$ cat config.mk
export PLATFORM = sky130hd
export DESIGN_NAME = pooling_output_serializer
export DESIGN_NICKNAME = d
export VERILOG_FILES = /design/src/rtl/pooling_output_serializer.sv
export SDC_FILE = /design/constraint.sdc
export NUM_CORES = 1
export LEC_CHECK = 0
export ABC_AREA = 1
export CELL_PAD_IN_SITES_DETAIL_PLACEMENT = 1
export CELL_PAD_IN_SITES_GLOBAL_PLACEMENT = 2
export CORE_MARGIN = 8
export CORE_UTILIZATION = 43
export CTS_BUF_LIST = sky130_fd_sc_hd__clkbuf_16
export CTS_CLUSTER_DIAMETER = 150
export CTS_CLUSTER_SIZE = 20
export DETAILED_ROUTE_END_ITERATION = 12
export PLACE_DENSITY = 0.89
export SKIP_LAST_GASP = 1
export SYNTH_ARGS = -nofsm -noshare
export SYNTH_HDL_FRONTEND = slang
export SYNTH_SLANG_ARGS = --single-unit
$ cat constraint.sdc
create_clock -name clk -period 15.85 [get_ports clk]
set_input_delay 2.3775 -clock clk [delete_from_list [all_inputs] [get_ports clk]]
set_output_delay 2.3775 -clock clk [all_outputs]
set_load 0.02 [all_outputs]
$ cat src/rtl/pooling_output_serializer.sv
// ---------------------------------------------------------------------------
// pooling_output_serializer
// Captures pooled rows (OUTPUT_SIZE packed floats) on in_valid into a small
// row FIFO and serializes them element by element onto a valid/ready stream.
// Each element is tagged with end-of-row and end-of-map flags. The pooling
// stage cannot be stalled, so a row arriving into a full FIFO is dropped and
// the sticky overflow flag is raised.
//
// Ports:
//   clk          clock
//   rst          asynchronous active-high reset
//   in_valid     one-cycle strobe, data_in holds a complete row
//   data_in      packed row, element 0 in the top DATA_WIDTH slice
//   out_valid    out_data valid
//   out_ready    downstream accepts on out_valid && out_ready
//   out_data     serialized element
//   out_last_row out_data is the last element of a row
//   out_last_map out_data is the last element of the last row of a map
//   fifo_level   rows held in the FIFO (excluding the row in the shifter)
//   overflow     sticky, a row was dropped
//
// Optional build macro: POOL_OUT_RELU_EN -- when defined, any element with
// its sign bit set is replaced by zero as the row enters the shift register.
// ---------------------------------------------------------------------------
module pooling_output_serializer #(
    parameter int unsigned DATA_WIDTH   = 32,
    parameter int unsigned OUTPUT_SIZE  = 3,
    parameter int unsigned FIFO_DEPTH   = 4,
    parameter int unsigned ROWS_PER_MAP = 3
) (
    input  logic                              clk,
    input  logic                              rst,
    input  logic                              in_valid,
    input  logic [OUTPUT_SIZE*DATA_WIDTH-1:0] data_in,
    output logic                              out_valid,
    input  logic                              out_ready,
    output logic [DATA_WIDTH-1:0]             out_data,
    output logic                              out_last_row,
    output logic                              out_last_map,
    output logic [$clog2(FIFO_DEPTH):0]       fifo_level,
    output logic                              overflow
);

    localparam int unsigned ROW_W  = OUTPUT_SIZE * DATA_WIDTH;
    localparam int unsigned PTR_W  = $clog2(FIFO_DEPTH);
    localparam int unsigned LVL_W  = PTR_W + 1;
    localparam int unsigned CNT_W  = (OUTPUT_SIZE > 1) ? $clog2(OUTPUT_SIZE) : 1;
    localparam int unsigned ROWC_W = (ROWS_PER_MAP > 1) ? $clog2(ROWS_PER_MAP) : 1;

    typedef enum logic [1:0] {IDLE, LOAD, SHIFT} state_t;

    state_t             state;
    state_t             next_state;

    logic [ROW_W-1:0]   mem [FIFO_DEPTH];
    logic [PTR_W-1:0]   wr_ptr;
    logic [PTR_W-1:0]   rd_ptr;
    logic [ROW_W-1:0]   head_row;
    logic [ROW_W-1:0]   load_row;
    logic [ROW_W-1:0]   shreg;
    logic [CNT_W-1:0]   elem_cnt;
    logic [CNT_W-1:0]   next_cnt;
    logic [ROWC_W-1:0]  row_cnt;

    logic               fifo_empty;
    logic               fifo_full;
    logic               handshake;
    logic               last_elem;
    logic               map_end_row;
    logic               pop;
    logic               push;
    logic               advance;
    logic               row_done;

    // Status decodes
    assign fifo_empty  = (fifo_level == '0);
    assign fifo_full   = (fifo_level == LVL_W'(FIFO_DEPTH));
    assign handshake   = out_valid && out_ready;
    assign last_elem   = (elem_cnt == CNT_W'(OUTPUT_SIZE - 1));
    assign next_cnt    = elem_cnt + CNT_W'(1);
    assign map_end_row = (row_cnt == ROWC_W'(ROWS_PER_MAP - 1));
    assign head_row    = mem[rd_ptr];

    // State register
    always_ff @(posedge clk or posedge rst) begin
        if (rst) begin
            state <= IDLE;
        end else begin
            state <= next_state;
        end
    end

    // Next-state logic
    always_comb begin
        next_state = state;
        case (state)
            IDLE:    if (!fifo_empty) next_state = LOAD;
            LOAD:    next_state = SHIFT;
            SHIFT:   if (handshake && last_elem) next_state = fifo_empty ? IDLE : LOAD;
            default: next_state = IDLE;
        endcase
    end

    // Control decodes; a pop in the same cycle frees the slot for a write
    always_comb begin
        pop      = (state == LOAD);
        push     = in_valid && (!fifo_full || pop);
        advance  = (state == SHIFT) && handshake && !last_elem;
        row_done = (state == SHIFT) && handshake && last_elem;
    end

    // Row as it enters the shift register
    always_comb begin
        load_row = head_row;
`ifdef POOL_OUT_RELU_EN
        for (int i = 0; i < int'(OUTPUT_SIZE); i++) begin
            if (head_row[i*DATA_WIDTH + DATA_WIDTH - 1]) begin
                load_row[i*DATA_WIDTH +: DATA_WIDTH] = '0;
            end
        end
`endif
    end

    // Row storage; contents need no reset, pointers define validity
    always_ff @(posedge clk) begin
        if (push) begin
            mem[wr_ptr] <= data_in;
        end
    end

    // FIFO bookkeeping, shifter and tagged output registers
    always_ff @(posedge clk or posedge rst) begin
        if (rst) begin
            wr_ptr       <= '0;
            rd_ptr       <= '0;
            fifo_level   <= '0;
            overflow     <= 1'b0;
            out_valid    <= 1'b0;
            out_data     <= '0;
            out_last_row <= 1'b0;
            out_last_map <= 1'b0;
            shreg        <= '0;
            elem_cnt     <= '0;
            row_cnt      <= '0;
        end else begin
            if (push) wr_ptr <= wr_ptr + PTR_W'(1);
            if (pop)  rd_ptr <= rd_ptr + PTR_W'(1);
            fifo_level <= fifo_level + LVL_W'(push) - LVL_W'(pop);
            if (in_valid && !push) overflow <= 1'b1;

            out_valid <= (next_state == SHIFT);

            if (pop) begin
                out_data     <= load_row[ROW_W-1 -: DATA_WIDTH];
                shreg        <= load_row << DATA_WIDTH;
                elem_cnt     <= '0;
                out_last_row <= (OUTPUT_SIZE == 1);
                out_last_map <= (OUTPUT_SIZE == 1) && map_end_row;
            end else if (advance) begin
                out_data     <= shreg[ROW_W-1 -: DATA_WIDTH];
                shreg        <= shreg << DATA_WIDTH;
                elem_cnt     <= next_cnt;
                out_last_row <= (next_cnt == CNT_W'(OUTPUT_SIZE - 1));
                out_last_map <= (next_cnt == CNT_W'(OUTPUT_SIZE - 1)) && map_end_row;
            end else if (row_done) begin
                out_last_row <= 1'b0;
                out_last_map <= 1'b0;
            end

            if (row_done) begin
                row_cnt <= map_end_row ? '0 : row_cnt + ROWC_W'(1);
            end
        end
    end

endmodule
# == After elaboration in Yosys (flattened, before gate mapping) ==
# Memory sizes are Yosys's and may differ from the RTL's.
# Cells that the tools add are included.
# totals
rom_bits,0
inputBits,100
memories,1
regBits,145
out_inout_bits,39
mem_bits_rw,384
latch_bits,0
# op_classes
n_bitwise,0
eq_ne,7
div,0
addsub,6
reduce_logical,16
shifts,0
n_lt_le_gt_ge,0
n_mul,0
mux,18
# memory_table
name,depth,width,read_ports,rd_ports_with_merged_regs,wr,line,source
mem,4,96,1,0,1,55,logic [ROW_W-1:0] mem [FIFO_DEPTH];
# op_table
operator,count
2-to-1 mux 96 bit,2
2-to-1 mux 32 bit,2
equality test 2 bit (second input constant),5
2-to-1 mux 2 bit,5
adder 2 x 1 -> 2 bit (second input constant),4
logical AND 1 bit,8
2-to-1 mux 1 bit,8
one-hot mux 2 bit (3 select lines),1
adder 3 x 1 -> 3 bit,1
equality test 3 bit (second input constant),1
zero test 1 bit,3
zero test 3 bit,1
nonzero test 3 bit,1
subtractor 3 x 1 -> 3 bit,1
equality test 2 x 1 -> 1 bit (second input constant),1
zero test 2 bit,1
nonzero test 2 bit,1
logical OR 1 bit,1

# == Depth between registers and ports, before layout ==
# Gate-level depths: netlist (run 1).
# logic_depth
depth_word,6
depth_mapped,11
depth_no_buf,10

# == Worst setup path after synthesis (run 1) ==
# OpenSTA, ideal clock, no wires.
# synth_timing
kind,input to register
from,input port in_valid
to,memory mem[0][0] (netlist bit) (enable)
stages,2
n_path_buf,0
setup_time_ps,552
t_required_ps,15298
arrival_time_ps,6557
path_slack_ps,8741
path_cell_list,nand2_1 > nor2_1
# synth_via
elab_chain_len,3
# synth_rtl
item,line,source
from (decl),33,"input logic in_valid,"
logical AND 1 bit,107,push = in_valid && (!fifo_full || pop);
2-to-1 mux 1 bit,126,if (push) begin
2-to-1 mux 1 bit (not written as such),127,mem[wr_ptr] <= data_in;
to (decl),55,
# Every way passes these cells.

# == Final worst setup path (run 1) ==
# layout_timing
from,input port in_valid
to,memory mem[1][33] (netlist bit) (enable)
# Same word-level chain as after synthesis.

==> flow_metrics.tcl, run 1 <==
set metrics [dict create \
    p_per_area_nw_per_um2 182.8 \
    r2r.worst_path.cells 6 \
    cts_buffers 28 \
    startpoint "in_valid" \
    drc 0 \
    drv_cap 0 \
    die_h_um 227.7 \
    wirelength_mm 49.23 \
    maxSlewViolCount 0 \
    fin_crit_ps 5008 \
    clock_latency_ps 590 \
    clock_skew_ps 20.18 \
    layout_common_cells "nand2_1 (599), edfxtp_1 (384), nand3_1 (337)" \
    fin_area_um2 21910 \
    r2r-start "state[1]" \
    tightestPinTransition_ps 1221 \
    crit_fanout 62 \
    layout_setup_ws_ps 10840 \
    nets 1813 \
    cts_hold_buffers 0 \
    tns_ps 0 \
    peakVddDrop_uv 123.2 \
    place_ws_ps 10160 \
    die_w_um 227.7 \
    status "complete, no violations" \
    cp-start-kind "input port" \
    arrival_ps 5200 \
    cts_sinks 497 \
    die_area_um2 51820 \
    grt_util_met3 0.02451 \
    syn-num-nets 1722 \
    netlist_area_um2 19260 \
    grt_overflow_total 0 \
    hold_violations 0 \
    grtUsageMet2 0.3293 \
    synth_seq_cells 497 \
    area_growth_pct 13.74 \
    ios 139 \
    holdPathEnd "shreg[55]" \
    hold_depth 2 \
    worstSetupPathType "input port to flop" \
    drive_gt1_frac 0.03476 \
    top_usage_layer "met2" \
    synthCells 1613 \
    avgRoutedWirePerCell_um 21.21 \
    grt_max_degree 114 \
    clock_path_buffers 3 \
    period_share 0.3159 \
    cts_tree "built" \
    avgSynthCellArea_um2 11.94 \
    cts_setup_buffers 0 \
    grt_util_all_layers 0.1907 \
    cts_root_buf "clkbuf_16" \
    grt_antenna_before_repair 4 \
    r2r_end "mem[1][33]" \
    min_path_type "flop to flop" \
    h-tree-depth 1 \
    ys_seq_area_frac 0.7454 \
    synth_top_area_cell "edfxtp_1" \
    portBuffers 138 \
    start_util 0.4356 \
    core_area_um2 44220 \
    antenna_left 0 \
    drt_iter0_drc 963 \
    viasPerCell 5.286 \
    yosys.area.top_type_share 0.5986 \
    setup_viol 0 \
    first_global_vias 13190 \
    yosysUniqueCellTypes 24 \
    cp.required_ps 16050 \
    fmax_ghz 0.1997 \
    grt_pass1_wl_mm 76.38 \
    slew_headroom 0.1840 \
    hp-start "shreg[55]" \
    dr.pass1.iters 5 \
    p_leak_nw 8.333 \
    yosysWarnings 0 \
    use_met1 0.2501 \
    gp_congestion 0.7094 \
    clk_pin_slew_worst_paths_ps 80 \
    row_count 77 \
    rsz0062_at_grt "no" \
    cp-end-kind "flop" \
    dpl_cell_area_um2 21090 \
    synth_top_cells_by_area "edfxtp_1 (60%), dfrtp_1 (15%), nand2_1 (12%), nand3_1 (8.8%), buf_2 (1.6%)" \
    vias 12270 \
    r2r_slack_ps 12320 \
    final_common_cell "nand2_1" \
    cts_resized 0 \
    dp_hpwl_mm 29.33 \
]
-- sequential cells by signal, indices dropped and copies added (netlist names), 3 cells and up --
| signal | flops |
|---|---|
| mem | 384 |
| fifo_level | 3 |
| out_data | 32 |
| shreg | 64 |
-- how the worst max path moves through the flow --
stage / endpoint / slack (ps) / cells past startpoint
3_5_place_dp: mem[0][9] / 10160 / 4
6_report: mem[1][33] / 10840 / 4
2_1_floorplan: mem[0][0] / 8740 / 2
4_1_cts: mem[0][30] / 10780 / 4
3_3_place_gp: mem[1][30] / 10220 / 4
5_1_grt: mem[1][6] / 10670 / 4
-- per-layer routing --
layer  vias up  routed length, um
li1       5713                  -
met1      6272              21690
met2       226              24380
met3        57               2032
met4         0               1136
met5         -                  0
-- synth_stat cells, drive strengths merged --
cell    count
nand2     599
edfxtp    384
nand3     338
dfrtp     113
buf        71
inv        33
clkbuf     21
o21ai      15
nor2       12
o21bai     10
ha          8
a21oi       2
xnor2       2
xor2        2
fa          1
nor3        1
o22ai       1
-- per-stage QoR --
stage	hold slack, ps	power, mW	instances	util
after floorplan	442.2	2.844	1613	-
after global placement	454.9	3.251	2266	0.4769
after detailed placement	460.7	3.330	2266	0.4769
after CTS	481.7	4.059	2318	0.4953
after global routing	497.2	4.264	2321	0.4955
final	480.5	4.004	2321	0.4955
-- logic make-up (layout without fill, tap and decap cells) --
kind of cell	Yosys count	in the layout	synth area share
DFF	497	497	0.7454
adders and majority gates	9	9	0.006236
and+or+nand+nor	950	950	0.2075
AOI/OAI and AO/OA	28	28	0.008639
other	0	3	0
xor gates and xnor gates	4	4	0.001819
buffers and inverters	125	238	0.03033
-- critical path, cell delays in order --
cell             delay (ps)
clkdlybuf4s50_1         490
nand2_1                 310
nor2_4                 1030
buf_4                   900
-- area by class of cell --
cell class / count / area (um2)
fillers: 4575 / 22310
flip-flops and latches: 497 / 14370
multi-input cells: 991 / 4349
repair buffers: 153 / 1494
well taps: 592 / 740.7
clock buffers: 29 / 725.7
inverters: 33 / 138.9
clock inverters: 23 / 87.58
diodes: 3 / 7.507
-- where the power goes --
group          total (mW)  switching, mW  internal (mW)
Combinational        1.32          0.914          0.409
Clock               0.734          0.402          0.331
Sequential           1.95          0.176           1.77
Total                4.00           1.49           2.51
Note: power is estimated with default switching activity, not from simulation.
==> run 2, diff against run 1 <==
--- a/config.mk
+++ b/config.mk
@@ -9,12 +9,12 @@
 export CELL_PAD_IN_SITES_DETAIL_PLACEMENT = 1
 export CELL_PAD_IN_SITES_GLOBAL_PLACEMENT = 2
 export CORE_MARGIN = 8
-export CORE_UTILIZATION = 43
+export CORE_UTILIZATION = 36
 export CTS_BUF_LIST = sky130_fd_sc_hd__clkbuf_16
 export CTS_CLUSTER_DIAMETER = 150
 export CTS_CLUSTER_SIZE = 20
 export DETAILED_ROUTE_END_ITERATION = 12
-export PLACE_DENSITY = 0.89
+export PLACE_DENSITY = 0.8
 export SKIP_LAST_GASP = 1
 export SYNTH_ARGS = -nofsm -noshare
 export SYNTH_HDL_FRONTEND = slang
==> constraint.sdc (replaced) <==
create_clock -name clk -period 4.4 [get_ports clk]
set_input_delay 0.66 -clock clk [delete_from_list [all_inputs] [get_ports clk]]
set_output_delay 0.66 -clock clk [all_outputs]
set_load 0.02 [all_outputs]
==> run 2 against run 1 <==
  * Final area rose by 1.6%
  * Critical path depth rose by 2
  * Highest routed layer is now met5
  * Hold slack got worse by 5.4 ps
  * Core utilization fell by 7.4 points
  * Combinational power rose to 3.8 times the previous value
  * Largest cell class unchanged
  * Clock power rose to 3.6 times the previous value
  * Clock skew fell by 5.3 ps
  * Die area rose by 18%
==> flow_metrics.tcl, run 2 (synthesis gave the netlist of run 1 again) <==
set metrics [dict create \
    status "complete, no violations" \
    fmax_ghz 0.3767 \
    dp_hpwl_mm 31.38 \
    final_common_cell "nand2_1" \
    largest_register_ffs 384 \
    whs_ps 475.1 \
    r2r_end "mem[1][21]" \
    grt_antenna_before_repair 15 \
    p_per_area_nw_per_um2 656.6 \
    core_area_um2 52760 \
    p_leak_nw 8.446 \
    die_w_um 247.3 \
    r2r-start "state[1]" \
    vias 12170 \
    portBuffers 138 \
    hp-start "shreg[45]" \
    h-tree-depth 1 \
    fill_cells 5610 \
    layout_setup_ws_ps 1745 \
    nets 1828 \
    crit_fanout 25 \
    die_area_um2 61160 \
    ios 139 \
    layout_common_cells "nand2_1 (599), edfxtp_1 (384), nand3_1 (337)" \
    clock_path_buffers 3 \
    wirelength_mm 50.80 \
    endpoint "mem[1][21]" \
    r2r.worst_path.cells 6 \
    peakVddDrop_uv 391.2 \
    viasPerCell 4.999 \
    maxSlewViolCount 0 \
    cts_tree "built" \
    grt_pass1_wl_mm 78.43 \
    antenna_left 0 \
    place_ws_ps 1307 \
    cts_hold_buffers 0 \
    drt_iter0_drc 789 \
    area_growth_pct 15.56 \
    r2r_slack_ps 1750 \
    avgRoutedWirePerCell_um 20.86 \
    dr.pass1.iters 5 \
    cp-end-kind "flop" \
    drc 0 \
    drive_gt1_frac 0.04308 \
    largest_registers "mem: 384 flops, shreg: 64 flops, out_data: 32 flops" \
    worstSetupPathType "flop to flop" \
    cts_setup_buffers 0 \
    hold_depth 2 \
    cts_root_buf "clkbuf_16" \
    cts_resized 0 \
    gp_congestion 0.7115 \
    grt_overflow_total 0 \
    row_count 84 \
    start_util 0.3651 \
    die_h_um 247.3 \
    clock_skew_ps 14.91 \
    clk_pin_slew_worst_paths_ps 80 \
    grt_max_degree 116 \
    period_share 0.6034 \
    cts_sinks 497 \
    regMostFlops "mem" \
    startpoint "state[1]" \
    cts_buffers 28 \
    setup_viol 0 \
    cp.required_ps 4640 \
    cp-start-kind "flop" \
    first_global_vias 12990 \
    arrival_ps 2900 \
    min_path_type "flop to flop" \
    rsz0062_at_grt "no" \
    slew_headroom 0.3212 \
    clock_latency_ps 590 \
    hold_violations 0 \
    drv_cap 0 \
    fin_crit_ps 2655 \
    grt_util_all_layers 0.1670 \
    tightestPinTransition_ps 1018 \
]
run 2: worst max-delay path, stage by stage, from the launching register on:
cell	delay, ps
dfrtp_1	410
inv_2	70
nand2_1	160
nand3_1	150
nand2_1	310
nor2_4	690
buf_4	490
run 2: power breakdown:
| group | switching (mW) | leakage, nW | internal [mW] | total, mW |
|---|---|---|---|---|
| logic | 3.38 | 3.07 | 1.59 | 4.97 |
| clock network | 1.48 | 0.479 | 1.19 | 2.67 |
| registers | 0.618 | 4.90 | 6.36 | 6.98 |
run 2: layout make-up:
| class | instances | area (um2) | share of cell area |
|---|---|---|---|
| Antenna cell | 6 | 15.01 | 0.0006745 |
| Clock buffer | 29 | 725.7 | 0.03260 |
| Clock inverter | 23 | 87.58 | 0.003935 |
| Inverter | 33 | 136.4 | 0.006127 |
| Multi-Input combinational cell | 991 | 4349 | 0.1954 |
| Sequential cell | 497 | 14370 | 0.6454 |
| Tap cell | 688 | 860.8 | 0.03867 |
| Timing Repair Buffer | 168 | 1719 | 0.07723 |
run 2: stage by stage:
stage	cells	util	cell area (um2)	total power [mW]	setup TNS, ps
2_1_floorplan	1613	-	19260	10.24	-401860
3_3_place_gp	2377	0.4062	21430	12.00	0
3_5_place_dp	2377	0.4062	21430	12.20	0
4_1_cts	2429	0.4216	22250	14.88	0
5_1_grt	2432	0.4218	22250	15.59	0
6_report	2435	0.4219	22260	14.62	0
run 2: how the worst min path moves through the flow:
stage,endpoint
floorplan,shreg[41]
global placement,shreg[52]
detailed placement,shreg[52]
CTS,shreg[52]
global route,shreg[51]
finish,shreg[45]
run 2: routing by layer:
metal | share of wire | track usage | up-vias
li1 | - | - | 5742
met1 | 0.43 | 0.2114 | 6171
met2 | 0.50 | 0.2918 | 181
met3 | 0.053 | 0.03852 | 64
met4 | 0.016 | 0.03413 | 14
met5 | 0.0018 | 0 | -
==> run 3, diff against run 2 <==
--- a/config.mk
+++ b/config.mk
@@ -9,12 +9,12 @@
 export CELL_PAD_IN_SITES_DETAIL_PLACEMENT = 1
 export CELL_PAD_IN_SITES_GLOBAL_PLACEMENT = 2
 export CORE_MARGIN = 8
-export CORE_UTILIZATION = 36
+export CORE_UTILIZATION = 40
 export CTS_BUF_LIST = sky130_fd_sc_hd__clkbuf_16
 export CTS_CLUSTER_DIAMETER = 150
 export CTS_CLUSTER_SIZE = 20
 export DETAILED_ROUTE_END_ITERATION = 12
-export PLACE_DENSITY = 0.8
+export PLACE_DENSITY = 0.84
 export SKIP_LAST_GASP = 1
 export SYNTH_ARGS = -nofsm -noshare
 export SYNTH_HDL_FRONTEND = slang
==> constraint.sdc (replaced) <==
create_clock -name clk -period 2.5 [get_ports clk]
set_input_delay 0.375 -clock clk [delete_from_list [all_inputs] [get_ports clk]]
set_output_delay 0.375 -clock clk [all_outputs]
set_load 0.02 [all_outputs]
==> run 3 against run 2 <==
  * Clock skew rose by 5.6 ps
  * Final cell count is 2.8% lower
  * Routed wire length is 0.22% higher
  * Sequential power is 75% higher
  * Highest routed layer unchanged
  * Critical endpoint is now fifo_level[1]
  * Non-clock buffer count rose by 11
  * Hold slack got worse by 260 ps
  * Via count grew 2.1%
  * Combinational power is 87% higher
  * Flip-flop and latch count is the same
  * Worst setup slack lost 1300 ps
  * Register-to-register slack lost 1200 ps
  * Largest power group unchanged
  * Power up 79%
==> flow_metrics.tcl, run 3 (synthesis gave the netlist of run 1 again) <==
set metrics [dict create \
    whs_ps 218.7 \
    dpl_cell_area_um2 21640 \
    rsz0062_at_grt "no" \
    slowest_delay_ps 630 \
    crit_slowest_cell "clkdlybuf4s50_1" \
    cp-end-kind "output port" \
    vias 12430 \
    worstSetupPathType "flop to output port" \
    antenna_left 0 \
    peakVddDrop_uv 793.4 \
    ios 139 \
    wirelength_mm 50.91 \
    setup_viol 0 \
    layout_common_cells "nand2_1 (597), edfxtp_1 (384), nand3_1 (336)" \
    cts_tree "built" \
    dp_hpwl_mm 31.37 \
    grt_pass1_wl_mm 79.15 \
    clock_skew_ps 20.52 \
    drv_cap 0 \
    fin_util 0.4712 \
    slew_headroom 0.5642 \
    path_buf_inv 1 \
    dr.pass1.iters 5 \
    start_util 0.4043 \
    die_w_um 235.4 \
    cts_resized 0 \
    largest_register_ffs 384 \
    avgRoutedWirePerCell_um 21.51 \
    crit_fanout 5 \
    drc 0 \
    first_global_vias 13340 \
    cp.required_ps 2120 \
    clock_path_buffers 3 \
    cts_hold_buffers 0 \
    grt_max_degree 133 \
    clk_pin_slew_worst_paths_ps 90 \
    die_area_um2 55430 \
    cp_cell_sequence "clkdlybuf4s50_1" \
    regMostFlops "mem" \
    tightestPinTransition_ps 653.8 \
    grt_util_all_layers 0.1810 \
    fmax_ghz 0.4937 \
    viasPerCell 5.249 \
    clock_latency_ps 590 \
    maxSlewViolCount 0 \
    h-tree-depth 1 \
    cp-start-kind "flop" \
    status "complete, no violations" \
    p_per_area_nw_per_um2 1163 \
    layoutNonFillerInstCount 2367 \
    fill_cells 4987 \
    grt_antenna_before_repair 4 \
    min_path_type "input port to asynchronous set/reset pin" \
    placed_cells 2315 \
    p_leak_nw 8.545 \
    drt_iter0_drc 828 \
    cts_buffers 28 \
    cts_setup_buffers 0 \
    row_count 80 \
    fin_area_um2 22450 \
    core_area_um2 47650 \
    final_common_cell "nand2_1" \
    hold_violations 0 \
    drive_gt1_frac 0.05311 \
    die_h_um 235.4 \
    fin_crit_ps 2026 \
    grt_overflow_total 0 \
    arrival_ps 1650 \
    cts_root_buf "clkbuf_16" \
    portBuffers 138 \
    period_share 0.8102 \
    nets 1839 \
    crit_family "buffers and inverters" \
    gp_congestion 0.6954 \
    largest_registers "mem: 384 flops, shreg: 64 flops, out_data: 32 flops" \
    area_growth_pct 16.56 \
    cts_sinks 497 \
]
## run 3: routing by layer
metal | global-route usage | part of all wire | up-vias
li1 | - | - | 5757
met1 | 0.2363 | 0.44 | 6416
met2 | 0.3196 | 0.51 | 202
met3 | 0.02657 | 0.042 | 46
met4 | 0.03523 | 0.013 | 4
met5 | 0 | 0.00053 | -
## run 3: report_power, final
| group | internal [mW] | total (mW) | switching (mW) |
|---|---|---|---|
| clock network | 2.10 | 4.66 | 2.57 |
| logic | 3.06 | 9.29 | 6.23 |
| registers | 11.2 | 12.2 | 0.943 |
| total | 16.4 | 26.1 | 9.74 |
## run 3: area by class of cell
cell class | count | area [um2] | area share
inverter | 33 | 135.1 | 0.006019
multi-input combinational | 991 | 4388 | 0.1954
sequential | 497 | 14370 | 0.6400
clock inverter | 22 | 83.83 | 0.003734
timing repair buffer | 179 | 1977 | 0.08805
clock buffer | 29 | 725.7 | 0.03232
tap | 615 | 769.5 | 0.03427
antenna | 1 | 2.502 | 0.0001115
## run 3: through the flow
step	TNS, ps	power, mW	setup slack, ps
after CTS	0	26.45	419.1
final	0	26.11	474.4
after detailed placement	0	21.77	210.0
after global placement	0	21.30	266.7
after floorplan	-28480	17.96	-89.61
after global routing	0	27.74	391.9
## run 3: final timing paths
kind	endpoint	from	cells past startpoint	slack (ps)
setup reg to reg	mem[2][80]	state[1]	7	510
hold reg to reg	shreg[50]	shreg[50]	2	480
max in group asynchronous	out_data[2]	rst	3	1760
min in group clk	mem[2][39]	data_in[39]	1	430
hold / removal	shreg[83]	rst	3	220
setup / recovery	fifo_level[1]	fifo_level[1]	1	470
